$ cat src/rtl/enc8_pkg.sv
// Shared widths and types for the 8-to-3 sequential event encoder.
package enc8_pkg;
  localparam int unsigned N  = 8;
  localparam int unsigned CW = 3;

  typedef logic [CW-1:0] code_t;
  typedef logic [N-1:0]  req_t;
endpackage

$ cat src/rtl/enc8_pick.sv
// Combinational arbiter: round-robin from ptr upward, or fixed priority with the highest index winning.
module enc8_pick
  import enc8_pkg::*;
(
  input  req_t  req,
  input  code_t ptr,
  input  logic  rr,
  output code_t idx,
  output logic  any
);

  code_t cand;
  logic  found;

  always_comb begin
    idx   = '0;
    cand  = '0;
    found = 1'b0;
    if (rr) begin
      // Walk upward from ptr with 3-bit wrap; the first hit wins.
      for (int unsigned k = 0; k < N; k++) begin
        cand = CW'(ptr + CW'(k));
        if (!found && req[cand]) begin
          idx   = cand;
          found = 1'b1;
        end
      end
    end else begin
      for (int unsigned k = 0; k < N; k++) begin
        if (req[k]) idx = CW'(k);
      end
    end
  end

  assign any = |req;

endmodule

$ cat src/rtl/encoder8to3_seq.sv
// Captures events on eight request lines, holds them pending and emits their
// 3-bit indices one at a time over a valid/ready handshake.
module encoder8to3_seq
  import enc8_pkg::*;
#(
  parameter bit EDGE = 1'b1,
  parameter bit RR   = 1'b1
) (
  input  logic  CELCLK,
  input  logic  CELRST,
  input  logic  CELV,
  input  logic  CELG,
  input  logic  SUB,
  input  req_t  i,
  input  logic  clr,
  output code_t o,
  output logic  ov,
  input  logic  ordy,
  output req_t  pend,
  output logic  ovf
);

  req_t  ip_q, ip_d;
  req_t  pend_q, pend_d;
  code_t ptr_q, ptr_d;
  code_t o_q, o_d;
  logic  ov_q, ov_d;
  logic  ovf_q, ovf_d;

  req_t  evt_c;
  req_t  moved_c;
  logic  load_c;
  logic  drop_c;
  code_t pick_idx;
  logic  pick_any;

  // Power and substrate pins carry no logic function.
  logic  unused_pins;
  assign unused_pins = ^{CELV, CELG, SUB};

  enc8_pick u_pick (
    .req (pend_q),
    .ptr (ptr_q),
    .rr  (RR),
    .idx (pick_idx),
    .any (pick_any)
  );

  // Next-state: event detect, output load, pending update and overflow.
  always_comb begin
    evt_c   = EDGE ? (i & ~ip_q) : i;
    ip_d    = EDGE ? i : '0;
    load_c  = !ov_q || ordy;
    moved_c = '0;
    o_d     = o_q;
    ov_d    = ov_q;
    ptr_d   = ptr_q;
    ovf_d   = ovf_q;

    if (load_c) begin
      if (pick_any) begin
        o_d     = pick_idx;
        ov_d    = 1'b1;
        ptr_d   = CW'(pick_idx + CW'(1));
        moved_c = N'(1) << pick_idx;
      end else begin
        ov_d = 1'b0;
      end
    end

    // A new event on a bit being moved out the same cycle is kept, not dropped.
    pend_d = (pend_q & ~moved_c) | evt_c;
    drop_c = EDGE && (|(evt_c & pend_q & ~moved_c));

    if (clr)    ovf_d = 1'b0;
    if (drop_c) ovf_d = 1'b1;
  end

  always_ff @(posedge CELCLK) begin
    if (CELRST) begin
      ip_q   <= '0;
      pend_q <= '0;
      ptr_q  <= '0;
      o_q    <= '0;
      ov_q   <= 1'b0;
      ovf_q  <= 1'b0;
    end else begin
      ip_q   <= ip_d;
      pend_q <= pend_d;
      ptr_q  <= ptr_d;
      o_q    <= o_d;
      ov_q   <= ov_d;
      ovf_q  <= ovf_d;
    end
  end

  assign o    = o_q;
  assign ov   = ov_q;
  assign pend = pend_q;
  assign ovf  = ovf_q;

endmodule

$ cat config.mk
export PLATFORM = sky130hd
export DESIGN_NAME = encoder8to3_seq
export DESIGN_NICKNAME = d
export VERILOG_FILES = /design/src/rtl/enc8_pkg.sv /design/src/rtl/enc8_pick.sv /design/src/rtl/encoder8to3_seq.sv
export SDC_FILE = /design/constraint.sdc
export NUM_CORES = 1
export LEC_CHECK = 0
export BUFFER_PORTS_ARGS = -buffer_cell sky130_fd_sc_hd__buf_2
export CORE_UTILIZATION = 45
export CTS_CLUSTER_SIZE = 8
export DETAILED_ROUTE_END_ITERATION = 12
export GPL_ROUTABILITY_DRIVEN = 0
export PLACE_DENSITY = 0.67
export SKIP_CTS_REPAIR_TIMING = 1
export SYNTH_ARGS = -nofsm -noshare
export SYNTH_HDL_FRONTEND = slang
export SYNTH_HIERARCHICAL = 1
export SYNTH_SLANG_ARGS = --single-unit
$ cat constraint.sdc
create_clock -name CELCLK -period 3.6 [get_ports CELCLK]
set_clock_uncertainty 0.15 [all_clocks]
set_input_delay 0.18 -clock CELCLK [delete_from_list [all_inputs] [get_ports CELCLK]]
set_output_delay 0.18 -clock CELCLK [all_outputs]
set_load 0.03 [all_outputs]
==> results of run 1 <==
[cell families (layout without fill, tap and decap cells)]
| kind of cell | after synthesis | in the layout |
|---|---|---|
| compound gates | 57 | 57 |
| xor+xnor | 3 | 3 |
| fa+ha+maj | 8 | 8 |
| buf+inv | 27 | 91 |
| flops | 24 | 24 |
| mux | 27 | 27 |
| other cells | 1 | 5 |
| simple gates | 82 | 82 |
[layout by cell type, fill, tap and decap left out, types with 2 or more instances in the layout]
cell and n:
buf_4 42, buf_2 24, dfxtp_1 22, a21oi_1 20
nor2_1 15, nor2b_1 14, nand2_1 14, inv_1 12
mux4_2 10, mux2i_1 9, nand3_1 8, nand2b_1 5
ha_2 5, conb_1 5, buf_6 5, nand3b_1 4
o21ai_0 4, inv_2 3, nand2b_4 3, nand4_1 3
ha_4 3, clkbuf_8 3, mux4_1 3, a211oi_2 2
nand4b_1 2, a311oi_2 2, a41oi_2 2, a32oi_4 2
xor2_1 2, mux2_4 2, mux2i_4 2, or2_2 2
o211ai_1 2, o21ai_1 2, nor4_4 2, nor4_1 2
a21oi_2 2
[worst reg2reg max path, delay by kind of cell (launching register included)]
kind                     cells  cell delay (ns)
adder cells (fa/ha/maj)      2             0.36
AND/OR/NAND/NOR              2             0.19
AO/OA/AOI/OAI                6             1.16
multiplexers                 1             0.55
buffers and inverters        4             0.60
flip-flops                   1             0.37
[per-layer routing]
layer	vias up	GRT usage (%)	share of wire, %
met1	966	27.7	42
met2	56	37.7	52
met3	16	1.59	3.2
met4	0	8.44	2.6
li1	992	-	-
met5	-	0	0
[report_power, final]
| group | internal [uW] | switching (uW) |
|---|---|---|
| logic | 1080 | 1060 |
| registers | 315 | 68.4 |
| clock network | 74.9 | 82.4 |
[worst min-delay path by stage]
stage,cells past startpoint,slack (ns),to,startpoint
floorplan,1,0.10,ip_q[3]$_SDFF_PP0_,CELRST
global placement,2,0.26,ip_q[0]$_SDFF_PP0_,i[0]
detailed placement,2,0.26,ip_q[0]$_SDFF_PP0_,i[0]
CTS,2,-0.01,ip_q[0]$_SDFF_PP0_,i[0]
global route,2,0.007,ip_q[3]$_SDFF_PP0_,i[3]
finish,2,-0.01,ip_q[0]$_SDFF_PP0_,i[0]
[sequential cells by signal, summed over array words and instances (netlist names)]
signal and flops:
ov 1, ptr_q 3, ip_q 8, ovf 1, pend 8, o 3
[final cells by class]
cell class              instances  area, um2  area share (%)
clock buffers                   3       41.3            1.45
inverters                      16       60.1            2.10
multi-input cells             182       1690            59.2
flip-flops and latches         24        485            17.0
well taps                      52       65.1            2.28
repair buffers                 72        512            17.9
[through the flow]
stage          hold slack (ns)  power [uW]
2_1_floorplan            0.102        1530
3_3_place_gp             0.260        2040
3_5_place_dp             0.265        2060
4_1_cts                -0.0144        2230
5_1_grt                0.00672        2870
6_report               -0.0123        2680
==> run_results.csv, run 1 <==
group,metric,value,unit
status,status,"finished, violations left",
status,violations,"negative hold slack",
worst_setup_path,crit_slowest_cell,"mux4_2",
synthesis,synth_xor_area_share,1.25,%
worst_setup_path,worstReg2RegEnd,"ovf$_SDFFE_PP0P_",
detailed_routing,remaining_drc_errors,0,
detailed_routing,wl,5710,um
synthesis,synth_ff_type,"dfxtp_1",
synthesis,synth_mux_area_share,22.5,%
grt,grt_max_degree,25,
timing,setup_viol,0,
detailed_routing,vias,2030,
timing,relSlewSlack,62.3,%
layout,num-fill-cells,364,
synthesis,yosysMostFrequentCell,"dfxtp_1",
synthesis,synthArstFlopShare,0,%
timing,fin_crit,3.50,ns
synthesis,yosys.area_share.simple,22.3,%
layout,nets,322,
power_and_ir_drop,p_per_area,939,nW/um2
synthesis,synth_adder_area_share,4.76,%
synthesis,synth.distinct_cells,57,
worst_setup_path,crit_chain,"buf_12, buf_6, mux4_2, buf_4, nor2_2, a32oi_4, o211ai_1, a31oi_1, o21ai_2, buf_4, ha_2, ha_2, nor2_1, a211oi_2, a41oi_2",
power_and_ir_drop,vdd_drop_max,0.432,mV
cts,worst_skew_pair.late_latency,0.27,ns
timing,fin_ws,0.0956,ns
detailed_routing,first_pass_iters,4,
detailed_routing,antenna_left,0,
layout,drive_gt1_share,44.4,%
cts,cts_max_path_buffers,2,
worst_setup_path,cp-startpoint,"ptr_q[0]$_SDFFE_PP0P_",
grt,antenna_found_initial,0,
worst_setup_path,worst-path-max-fanout,7,
grt,grt_pass1_wl,8570,um
cts,clock-root-buffer,"clkbuf_8",
timing,drv_slew,0,
layout,stdcell_area,2860,um2
cts,clkTransAtPathRegs,0.08,ns
worst_setup_path,worst-path-buf-inv,4,
synthesis,synth_largest_area_cell,"dfxtp_1",
layout,stdcell_count,349,
worst_setup_path,worstReg2RegStart,"ptr_q[0]$_SDFFE_PP0P_",
flow_run,maxCapViolCount,0,
synthesis,synthDominantCellAreaShare,22.8,%
worst_setup_path,max_stage_delay,0.55,ns
floorplanning,dieWidth,70.4,um
synthesis,syn_area,2100,um2
place,placed_area,2520,um2
cts,cts-htree-levels,1,
synthesis,ys_seq_area_share,22.8,%
worst_setup_path,arrival,3.49,ns
timing,final.setup.tns,0,ns
floorplanning,dieArea,4950,um2
worst_setup_path,end_kind,"flip-flop",
grt,track_usage,21.7,%
synthesis,synth_top_family_by_area,"multiplexers",
timing,hold_viol,1,
synthesis,ys_top_cells_by_count,"dfxtp_1 (24), a21oi_1 (22), nor2_1 (16), inv_1 (15), nand2_1 (15)",
worst_setup_path,crit_end,"ovf$_SDFFE_PP0P_",
power_and_ir_drop,p_leak,0.00118,uW
layout,area_growth,35.7,%
cts,cts_tree,"built",
synthesis,synth_compound_area_share,19.0,%
floorplanning,coreArea,4410,um2
cts,numCtsBuffers,3,
synthesis,synth_enable_flop_cells,0,
detailed_routing,dr.first_iter.drc_count,97,
worst_setup_path,crit_required,3.58,ns
timing,fin_crit_sh,97.3,%
worst_setup_path,cp.depth,15,
layout,diodes,0,
place,pre_cts_slack,-0.178,ns
synthesis,synth.avg_cell_area,9.19,um2
grt,grt_pass1_vias,1862,
place,io_buffers,24,
worst_setup_path,reg2reg_depth,15,
timing,tightestPinTransition,0.565,ns
synthesis,synth.ff_latch_count,24,
worst_setup_path,worstSetupPathType,"reg2reg",
worst_setup_path,crit_path_start_kind,"flip-flop",
cts,cts.sinks,24,
floorplanning,rows,24,
place,placedCellCount,338,
detailed_routing,wire_per_inst,16.3,um
synthesis,synth_cells,229,
place,place_hpwl,4050,um
timing,holdWs,-0.0123,ns
layout,fin_util,64.7,%
worst_setup_path,crit_family,"compound AO/OA/AOI/OAI gates",
synthesis,ys_warn_count,6,
floorplanning,die_h,70.4,um
grt,grt_overflow,0,
detailed_routing,viasPerCell,5.82,
floorplanning,io_pins,28,
hold_path,worst_hold_path_type,"in2reg",
floorplanning,initial_core_util,47.7,%
worst_setup_path,r2r_slack,0.1,ns
timing,fmax,0.285,GHz
synthesis,synth_area_leaders,"dfxtp_1 (23%), mux4_1 (7.5%), mux4_2 (7.5%)",
Power figures use the tool's default switching activity.
==> run 2: changes to the inputs <==
--- a/config.mk
+++ b/config.mk
@@ -6,11 +6,11 @@
 export NUM_CORES = 1
 export LEC_CHECK = 0
 export BUFFER_PORTS_ARGS = -buffer_cell sky130_fd_sc_hd__buf_2
-export CORE_UTILIZATION = 45
+export CORE_UTILIZATION = 50
 export CTS_CLUSTER_SIZE = 8
 export DETAILED_ROUTE_END_ITERATION = 12
 export GPL_ROUTABILITY_DRIVEN = 0
-export PLACE_DENSITY = 0.67
+export PLACE_DENSITY = 0.73
 export SKIP_CTS_REPAIR_TIMING = 1
 export SYNTH_ARGS = -nofsm -noshare
 export SYNTH_HDL_FRONTEND = slang
==> run 2 against run 1 <==
The run still ends with negative hold slack left. Power down 14%. Fmax down 1.5%. Routed wire length down 9.8%. Sequential share of layout area up 1.6 points. Hold slack better by 0.011 ns. Via count down 3.5%. Non-clock buffer count down 12. Count of clock-buffer cells in the layout unchanged. Sequential power about the same. Utilization down 0.086 points. Sequential cell count unchanged. Critical path depth down 1. Critical endpoint unchanged.
==> run_results.csv, run 2 (synthesis results as in run 1) <==
group,metric,value,unit
power_and_ir_drop,p_sw,1050,uW
timing,fmax,0.281,GHz
power_and_ir_drop,vdd_drop_max,0.475,mV
detailed_routing,viasPerCell,5.85,
power_and_ir_drop,comb_power_share,77.0,%
worst_setup_path,end_kind,"flip-flop",
hold_path,whs_path_depth,2,
layout,seqCellArea,483,um2
cts,cts-htree-levels,1,
status,status,"finished, violations left",
grt,track_usage,23.3,%
hold_path,worst_hold_path_type,"in2reg",
power_and_ir_drop,p_int,1270,uW
detailed_routing,remaining_drc_errors,0,
hold_path,min-delay-start,"i[4]",
detailed_routing,dr.first_iter.drc_count,90,
cts,cts_tree,"built",
power_and_ir_drop,p_sw_share,45.1,%
place,pre_cts_slack,-0.0666,ns
worst_setup_path,worst-path-max-fanout,5,
status,violations,"negative hold slack",
worst_setup_path,r2r_slack,0.04,ns
floorplanning,dieWidth,66.9,um
layout,stdcell_area,2600,um2
floorplanning,dieArea,4470,um2
timing,tightestPinTransition,0.506,ns
place,place_hpwl,3880,um
grt,antenna_found_initial,0,
layout,num-fill-cells,348,
worst_setup_path,worstReg2RegEnd,"ovf$_SDFFE_PP0P_",
layout,layout_common_cells,"buf_4 (33), buf_2 (24), dfxtp_1 (22), a21oi_1 (21), nor2_1 (16)",
timing,holdWs,-0.00171,ns
power_and_ir_drop,p_per_area,890,nW/um2
cts,cts_max_path_buffers,2,
layout,area_growth,23.7,%
worst_setup_path,reg2reg_depth,14,
floorplanning,coreArea,4030,um2
layout,mostFrequentLayoutCell,"buf_4",
timing,fin_crit_sh,98.8,%
detailed_routing,wire_per_inst,15.4,um
grt,grt_pass1_wl,7870,um
layout,nets,310,
worst_setup_path,worstReg2RegStart,"ptr_q[0]$_SDFFE_PP0P_",
timing,relSlewSlack,66.2,%
timing,hold_viol,1,
cts,cts.sinks,24,
power_and_ir_drop,seq_power_share,16.4,%
cts,worst_skew_pair.late_latency,0.26,ns
cts,numCtsBuffers,3,
detailed_routing,first_pass_iters,4,
place,placedCellCount,328,
power_and_ir_drop,power,2320,uW
worst_setup_path,worstSetupPathType,"reg2reg",
timing,rsz0062_at_grt,"true",
cts,clkTransAtPathRegs,0.08,ns
timing,fin_crit,3.56,ns
floorplanning,initial_core_util,52.2,%
layout,drive_gt1_share,35.1,%
worst_setup_path,crit_path_start_kind,"flip-flop",
layout,multi_input_area,1550,um2
grt,grt_max_degree,25,
cts,clock-root-buffer,"clkbuf_8",
place,placed_area,2460,um2
floorplanning,die_h,66.9,um
flow_run,maxCapViolCount,0,
worst_setup_path,arrival,3.54,ns
layout,diodes,0,
detailed_routing,vias,1959,
worst_setup_path,crit_required,3.58,ns
power_and_ir_drop,p_leak,0.00111,uW
grt,grt_pass1_vias,1697,
hold_path,hold_end,"ip_q[4]$_SDFF_PP0_",
detailed_routing,antenna_left,0,
timing,drv_slew,0,
floorplanning,io_pins,28,
timing,fin_ws,0.0438,ns
floorplanning,rows,23,
detailed_routing,wl,5150,um
grt,grt_overflow,0,
layout,stdcell_count,335,
timing,setup_viol,0,
place,io_buffers,24,
power_and_ir_drop,clkPwrFrac,6.6,%
==> run 2: power groups by stage <==
stage	combinational (uW)	sequential [uW]	clock, uW
finish	1780	380	153
global route	1910	390	167
CTS	1640	379	158
detailed placement	1620	385	0
global placement	1600	382	0
floorplan	1110	420	0
==> run 2: cell type report <==
cell class                      count  area share (%)
Timing Repair Buffer               60            15.8
Multi-Input combinational cell    182            59.4
Inverter                           16            2.31
Sequential cell                    24            18.6
Clock buffer                        3            1.59
Tap cell                           50            2.40
==> run 2: worst max-delay path, cell delays in order (launching register included) <==
cell	delay, ns
dfxtp_2	0.36
inv_2	0.06
ha_4	0.30
mux4_2	0.58
buf_6	0.15
buf_6	0.11
a21oi_2	0.10
o221ai_1	0.13
a2bb2oi_1	0.19
o21bai_1	0.09
a221o_1	0.41
nor2b_4	0.19
a311oi_2	0.12
nor4_2	0.35
a41oi_2	0.15
==> run 2: per-layer routing <==
layer | vias to the layer above | share of wire [%] | global-route usage, %
met2 | 50 | 52 | 40.3
met4 | 0 | 1.1 | 7.45
li1 | 965 | - | -
met3 | 6 | 4.0 | 1.54
met5 | - | 0 | 0
met1 | 938 | 43 | 30.7
==> run 2: worst max path at each step <==
stage / to / cells after the start / from / slack (ns)
final: ovf$_SDFFE_PP0P_ / 14 / ptr_q[0]$_SDFFE_PP0P_ / 0.04
after global routing: ovf$_SDFFE_PP0P_ / 14 / ptr_q[0]$_SDFFE_PP0P_ / -0.10
after CTS: ovf$_SDFFE_PP0P_ / 14 / ptr_q[0]$_SDFFE_PP0P_ / -0.09
after detailed placement: ovf$_SDFFE_PP0P_ / 14 / ptr_q[0]$_SDFFE_PP0P_ / -0.07
after global placement: ovf$_SDFFE_PP0P_ / 14 / ptr_q[0]$_SDFFE_PP0P_ / -0.05
after floorplan: ovf$_SDFFE_PP0P_ / 14 / ptr_q[0]$_SDFFE_PP0P_ / 0.002
==> run 2: metrics by stage <==
step	setup TNS, ns	utilization [%]
after floorplan	0	-
after global placement	-0.0502	61.1
after detailed placement	-0.0666	61.1
after CTS	-0.0897	62.1
after global routing	-0.105	64.6
final	0	64.6
